### src/rtl/cpu_step_clock.sv
// cpu_step_clock: clock-enable generator for the board CPU.
// Step mode releases one CPU cycle per debounced button press; run mode
// releases one CPU cycle every RUN_DIV clocks. Optional executed-step
// counter is built only when CPU_STEP_CLOCK_COUNT_EN is defined;
// otherwise step_count reads as zero.
module cpu_step_clock #(
  parameter int DEBOUNCE_CYCLES = 500000,
  parameter int RUN_DIV         = 5000000
) (
  input  logic        clk,
  input  logic        reset,
  input  logic        step_btn,
  input  logic        run_sw,
  output logic        cpu_en,
  output logic        run_mode,
  output logic [15:0] step_count
);

  localparam int DB_W  = (DEBOUNCE_CYCLES > 1) ? $clog2(DEBOUNCE_CYCLES) : 1;
  localparam int DIV_W = $clog2(RUN_DIV);
  localparam logic [DB_W-1:0]  DB_MAX  = DB_W'(DEBOUNCE_CYCLES - 1);
  localparam logic [DIV_W-1:0] DIV_MAX = DIV_W'(RUN_DIV - 1);

  // Bit 0 is the button (idles high, active-low), bit 1 the switch (idles low).
  localparam logic [1:0] SYNC_IDLE = 2'b01;

  typedef enum logic {ST_STEP, ST_RUN} state_t;

  logic [1:0] raw_in;
  logic [1:0] sync_bits;
  logic       btn_s;
  logic       sw_s;

  logic [DB_W-1:0]  db_cnt_reg;
  logic             btn_db_reg;
  logic             btn_db_d_reg;
  logic             press_reg;

  state_t           state_reg;
  state_t           state_next;
  logic [DIV_W-1:0] div_reg;
  logic [DIV_W-1:0] div_next;
  logic             cpu_en_reg;
  logic             cpu_en_next;

  assign raw_in = {run_sw, step_btn};

  generate
    for (genvar gi = 0; gi < 2; gi++) begin : g_sync
      logic meta_reg;
      logic sync_reg;
      // Two-flop synchronizer; resets to the input's idle level so no
      // spurious press or mode change is seen as reset releases.
      always_ff @(posedge clk or negedge reset) begin
        if (!reset) begin
          meta_reg <= SYNC_IDLE[gi];
          sync_reg <= SYNC_IDLE[gi];
        end else begin
          meta_reg <= raw_in[gi];
          sync_reg <= meta_reg;
        end
      end
      assign sync_bits[gi] = sync_reg;
    end
  endgenerate

  assign btn_s = sync_bits[0];
  assign sw_s  = sync_bits[1];

  // Debounce: accept a new button level only after it has differed from the
  // accepted level for DEBOUNCE_CYCLES consecutive samples.
  always_ff @(posedge clk or negedge reset) begin
    if (!reset) begin
      db_cnt_reg <= '0;
      btn_db_reg <= 1'b1;
    end else if (btn_s == btn_db_reg) begin
      db_cnt_reg <= '0;
    end else if (db_cnt_reg == DB_MAX) begin
      db_cnt_reg <= '0;
      btn_db_reg <= btn_s;
    end else begin
      db_cnt_reg <= db_cnt_reg + DB_W'(1);
    end
  end

  // Press event: falling edge of the debounced level, registered one cycle.
  always_ff @(posedge clk or negedge reset) begin
    if (!reset) begin
      btn_db_d_reg <= 1'b1;
      press_reg    <= 1'b0;
    end else begin
      btn_db_d_reg <= btn_db_reg;
      press_reg    <= btn_db_d_reg & ~btn_db_reg;
    end
  end

  // Mode FSM, run-rate divider and cpu_en state registers.
  always_ff @(posedge clk or negedge reset) begin
    if (!reset) begin
      state_reg  <= ST_STEP;
      div_reg    <= '0;
      cpu_en_reg <= 1'b0;
    end else begin
      state_reg  <= state_next;
      div_reg    <= div_next;
      cpu_en_reg <= cpu_en_next;
    end
  end

  // Next-state logic: a mode change takes priority and suppresses any pulse
  // in that cycle; the divider is cleared on every mode change.
  always_comb begin
    state_next  = state_reg;
    div_next    = div_reg;
    cpu_en_next = 1'b0;
    case (state_reg)
      ST_STEP: begin
        if (sw_s) begin
          state_next = ST_RUN;
          div_next   = '0;
        end else begin
          cpu_en_next = press_reg;
        end
      end
      ST_RUN: begin
        if (!sw_s) begin
          state_next = ST_STEP;
          div_next   = '0;
        end else if (div_reg == DIV_MAX) begin
          div_next    = '0;
          cpu_en_next = 1'b1;
        end else begin
          div_next = div_reg + DIV_W'(1);
        end
      end
      default: begin
        state_next = ST_STEP;
        div_next   = '0;
      end
    endcase
  end

  assign cpu_en   = cpu_en_reg;
  assign run_mode = (state_reg == ST_RUN);

`ifdef CPU_STEP_CLOCK_COUNT_EN
  logic [15:0] count_reg;

  // Executed-step counter; updates together with cpu_en so the display
  // already includes the pulse being issued.
  always_ff @(posedge clk or negedge reset) begin
    if (!reset) begin
      count_reg <= 16'h0000;
    end else if (cpu_en_next) begin
      count_reg <= count_reg + 16'h0001;
    end
  end

  assign step_count = count_reg;
`else
  assign step_count = 16'h0000;
`endif

endmodule

### config.mk
export PLATFORM = sky130hd
export DESIGN_NAME = cpu_step_clock
export DESIGN_NICKNAME = d
export VERILOG_FILES = /design/src/rtl/cpu_step_clock.sv
export SDC_FILE = /design/constraint.sdc
export NUM_CORES = 1
export LEC_CHECK = 0
export BUFFER_PORTS_ARGS = -buffer_cell sky130_fd_sc_hd__buf_2
export CORE_ASPECT_RATIO = 0.5
export CORE_MARGIN = 2
export CORE_UTILIZATION = 55
export CTS_BUF_LIST = sky130_fd_sc_hd__clkbuf_8
export DETAILED_ROUTE_END_ITERATION = 10
export PLACE_DENSITY = 0.77
export SETUP_SLACK_MARGIN = 0.2
export SYNTH_ARGS = -nofsm -noshare
export SYNTH_HDL_FRONTEND = slang
export SYNTH_SLANG_ARGS = --single-unit
### constraint.sdc
create_clock -name clk -period 1.7 [get_ports clk]
set_input_delay 0.34 -clock clk [delete_from_list [all_inputs] [get_ports clk]]
set_output_delay 0.34 -clock clk [all_outputs]
set_load 0.005 [all_outputs]
; ---- After elaboration in Yosys (flattened, before gate mapping)
; Index checks and enable logic that the tools add are counted.
[totals]
output_inout_bits = 18
input_bits = 4
ff_bits = 51
elab_cells = 33
[classes]
n_addsub = 2
bitwise_logic = 4
n_eq_ne = 4
n_mux = 11
n_reduce_logical = 1
[op_table]
columns = op, count
row1 = 23-bit 2-to-1 mux, 3
row2 = 23-bit one-hot mux with 2 select lines, 1
row3 = 19-bit 2-to-1 mux, 2
row4 = "23-bit by 1-bit adder with 23-bit output, second input constant", 1
row5 = "23-bit == test, second input constant", 1
row6 = "19-bit by 1-bit adder with 19-bit output, second input constant", 1
row7 = "19-bit == test, second input constant", 1
row8 = 1-bit 2-to-1 mux, 4
row9 = 1-bit inverter, 3
row10 = "2-bit != test, second input constant", 1
row11 = 1-bit one-hot mux with 2 select lines, 1
row12 = 2-bit AND reduction, 1
row13 = 1-bit AND, 1
row14 = 1-bit == test, 1

; ---- Logic depth before layout (Yosys ltp)
[depth]
ltp_word = 4
ltp_mapped = 8
mapped_depth_nobuf = 6

; ---- Worst setup path before layout
; No wires, ideal clock.
[synth_path]
path_type = reg-to-reg
startpoint = register div_reg[0]
endpoint = register div_reg[8]
arrival_time_ps = 1709
slack_ps = -130
synth_period_minus_slack_ps = 1830
required_ps = 1579
stages_incl_launch_ff = 8
setup_time_ps = 121
n_path_buf = 1
cell_sequence = dfrtp_1 ha_1 nand2_1 or2_1 buf_2 o311a_4 a21o_1 a22o_1
[synth_between]
elab_chain_cells = 4
word_cells_on_any_way = 5
[synth_lines]
columns = item, line
row1 = "start, declared", 41  ; logic [DIV_W-1:0] div_reg;
row2 = "start signal, assigned", 105  ; div_reg <= div_next;
row3 = 23-bit by 1-bit adder with 23-bit output or 23-bit == test (tied branches), "133, 129"
row4 = 23-bit 2-to-1 mux *, 129  ; end else if (div_reg == DIV_MAX) begin
row5 = 23-bit 2-to-1 mux *, 126  ; if (!sw_s) begin
row6 = 23-bit one-hot mux with 2 select lines *, 116  ; case (state_reg)
; Every way passes the cells marked *; elsewhere a longest branch is shown, timed or not.
; A chain may end at the register's enable or synchronous reset.

; ---- Worst setup path in the final report
[layout_path]
startpoint = register div_reg[12]
endpoint = register div_reg[4]
[layout_between]
elab_chain_cells = 4
[layout_lines]
columns = item, line
row1 = 23-bit == test, 129
row2 = 23-bit 2-to-1 mux, 129
row3 = 23-bit 2-to-1 mux, 126
row4 = 23-bit one-hot mux with 2 select lines, 116
; Every way passes these cells.

==> summary.txt <==
Finish
  • Largest register FFs: 23
  • Nets: 355
  • Final non-filler cell total: 416
  • Ratio of cells with drive above 1 in the final layout: 36.6%
  • Design Area, Final: 0.00352 mm^2
  • Area grow syn2layout: 33.0%
  • # diodes: 0

Synthesis
  • Synth warnings: 0
  • Mapped Area: 0.00265 mm^2
  • Post-synth EDFFs: 0
  • Register bit total from synthesis: 51
  • Synth area leader: dfrtp_1
  • Post-synth top flop: dfrtp_1
  • Share of the synthesized area in the top cell type: 44.4%
  • Synth top area cells: dfrtp_1 44%, buf_4 4.5%, nor2_1 4.5%
  • Distinct cells, synth: 40
  • Synth Instances: 278
  • Synthesized area per cell: 9.53 um^2
  • Top-count cell post-synth: dfrtp_1
  • Leading cell types by count after synthesis: 47 x dfrtp_1, 32 x nor2_1, 26 x nand2_1, 18 x nand3_1, 16 x buf_4
  • Register area share after synthesis: 48.4%
  • Async S/R FF share, synth: 100%

Global route
  • GRT overflow: 0
  • Met2 usage: 47.0%
  • First-pass GRT wire length: 10700 um
  • Largest net degree at the start of global routing: 23
  • Global-route usage over all layers: 26.5%
  • Initial antenna violation count: 0
  • Met1 Track Usage GR: 33.3%
  • Met3 Usage GRT: 5.55%
  • Top Usage Layer GRT: met2
  • Vias in the first global route: 2219

Flow run
  • Max-cap violation count: 0

Die
  • DIE HEIGHT: 53.1 um
  • DIE AREA: 0.00542 mm^2
  • DIE WIDTH: 102 um
  • Num ports: 22
  • Initial core utilization: 58.7%
  • Num rows: 17
  • Core box area: 0.00451 mm^2

Setup path
  • Flop2flop setup slack: -180 ps
  • Critical Path Fanout Max: 4
  • Critical R2R Capture: div_reg[4]
  • RR Startpoint: div_reg[12]
  • Worst Path Required: 1900 ps
  • FF-to-FF path depth: 6
  • Worst path arrival time: 2080 ps
  • Slowest stage cell, crit path: dfrtp_1
  • CP peak stage delay: 410 ps
  • Crit path cell chain: nor4b_2 -> nand4_1 -> buf_4 -> o311a_4 -> a21o_1 -> a22o_1
  • Worst Path Class, Setup: register to register
  • Worst setup SP type: register
  • CP endpoint kind: register

Power and ir drop
  • Total power: 2170 uW
  • Lkg Pwr: 0.00161 uW
  • P per Cell Area: 616 mW/mm^2
  • Worst VDD drop: 0.000582 V

Timing
  • Final hold vios: 0
  • RSZ-0062 raised after global routing: yes
  • Max-slew violations: 0
  • Maximum clock frequency: 531 MHz
  • Worst Skew: 4.54 ps
  • Final setup fails: 23
  • Period utilization: 111%
  • Worst setup margin: -184 ps
  • Worst-margin pin slew: 526 ps
  • Final min period: 1880 ps
  • Slew margin rel.: 64.7%

Placed design
  • Gpl congestion: 0.926
  • Placed insts: 386
  • Count of buffers from port buffering: 5
  • Dpl cell area: 0.00306 mm^2
  • Hpwl dp: 4280 um

Route
  • Vias per inst: 5.91
  • Post-route ant nets: 0
  • Final WL: 7350 um
  • DRC Markers: 0
  • Via count: 2458
  • Routed len/inst: 17.7 um
  • First-pass detailed-route iteration total: 5
  • Initial drt markers: 207

Run status
  • Status: finished with violations
  • Failing checks: negative setup slack

Worst hold path
  • Hold Path Class: primary input to register
  • WHS Endpoint: g_sync[0].meta_reg
  • Worst Hold Depth: 1
  • Worst Min Path Start: step_btn

Clocking
  • H-tree levels: 2
  • CTS tree: yes
  • CTS clk-pin slew, worst paths: 100 ps
  • CTS sink count: 51
  • Clk buf depth: 2
  • Clk root buf: clkbuf_8
  • Skew-Pair Late Insertion Delay: 310 ps
  • TritonCTS Buffers: 5
worst max-delay path: cells and delay by family (launching register included):
kind,cells,cell delay [ps]
flops,1,410
simple gates,2,470
buf+inv,1,190
compound gates,3,700
worst max path at each step:
stage	from	to	cells after the start
6_report	div_reg[12]	div_reg[4]	6
5_1_grt	div_reg[13]	div_reg[22]	8
4_1_cts	div_reg[0]	div_reg[8]	6
3_5_place_dp	div_reg[1]	div_reg[7]	8
3_3_place_gp	div_reg[16]	div_reg[8]	5
2_1_floorplan	div_reg[0]	div_reg[8]	7
stage by stage:
| step | hold slack, ps | setup WS, ps | setup TNS (ps) | util (%) |
|---|---|---|---|---|
| 2_1_floorplan | 44.4 | -72.1 | -673 | - |
| 3_3_place_gp | 317 | -130 | -1990 | 68.0 |
| 3_5_place_dp | 330 | -177 | -2440 | 68.0 |
| 4_1_cts | 118 | -119 | -1700 | 74.4 |
| 5_1_grt | 101 | -300 | -4190 | 78.1 |
| 6_report | 123 | -184 | -2710 | 78.1 |
placed cells by master (no fill, tap or decap), types with 3 or more instances in the layout:
master,count
dfrtp_1,47
buf_6,6
buf_4,55
nor2b_1,3
a21oi_2,6
or2_4,6
dfstp_2,4
inv_1,6
xnor2_1,8
a21o_1,3
and3_1,8
a22o_1,4
nor2_2,11
clkbuf_8,5
nand2_1,24
buf_2,5
a21oi_1,8
o211ai_1,5
nor2_1,20
a31oi_1,9
nand3_1,18
o21ai_1,5
nand4_1,10
xor2_1,11
conb_1,16
o21ai_0,4
cell type report:
type	instances	area, um^2
clock buffer	5	68.8
fill	274	987
clock inverter	3	22.5
timing repair buffer	70	581
multi-input combinational	215	1460
tap	66	82.6
inverter	6	22.5
sequential	51	1280
layer usage:
metal,vias up,part of all wire [%]
li1,1106,-
met2,128,49
met3,17,7.7
met1,1207,41
met5,-,0
met4,0,2.4
logic make-up after synthesis:
kind of cell / Yosys count / synth area share, %
compound gates: 50 / 12.7
other cells: 1 / 0.142
buf+inv: 31 / 7.46
simple gates: 123 / 23.7
xor+xnor: 19 / 6.28
fa+ha+maj: 2 / 0.945
flops: 51 / 48.4
mux: 1 / 0.425
where the power goes:
part | internal [uW] | switching [uW]
clock | 296 | 427
combinational | 85.7 | 114
sequential | 1230 | 15.9
total | 1610 | 557
timing repair:
action                     4_1_cts  5_1_grt
pin swaps                       35       20
cloned                           3        2
hold buffers                     1        0
resized for setup               28       17
setup endpoints to repair       42       42
buffers inserted                 8        8
hold endpoints to repair        15        0
(Power assumes the default switching activity.)
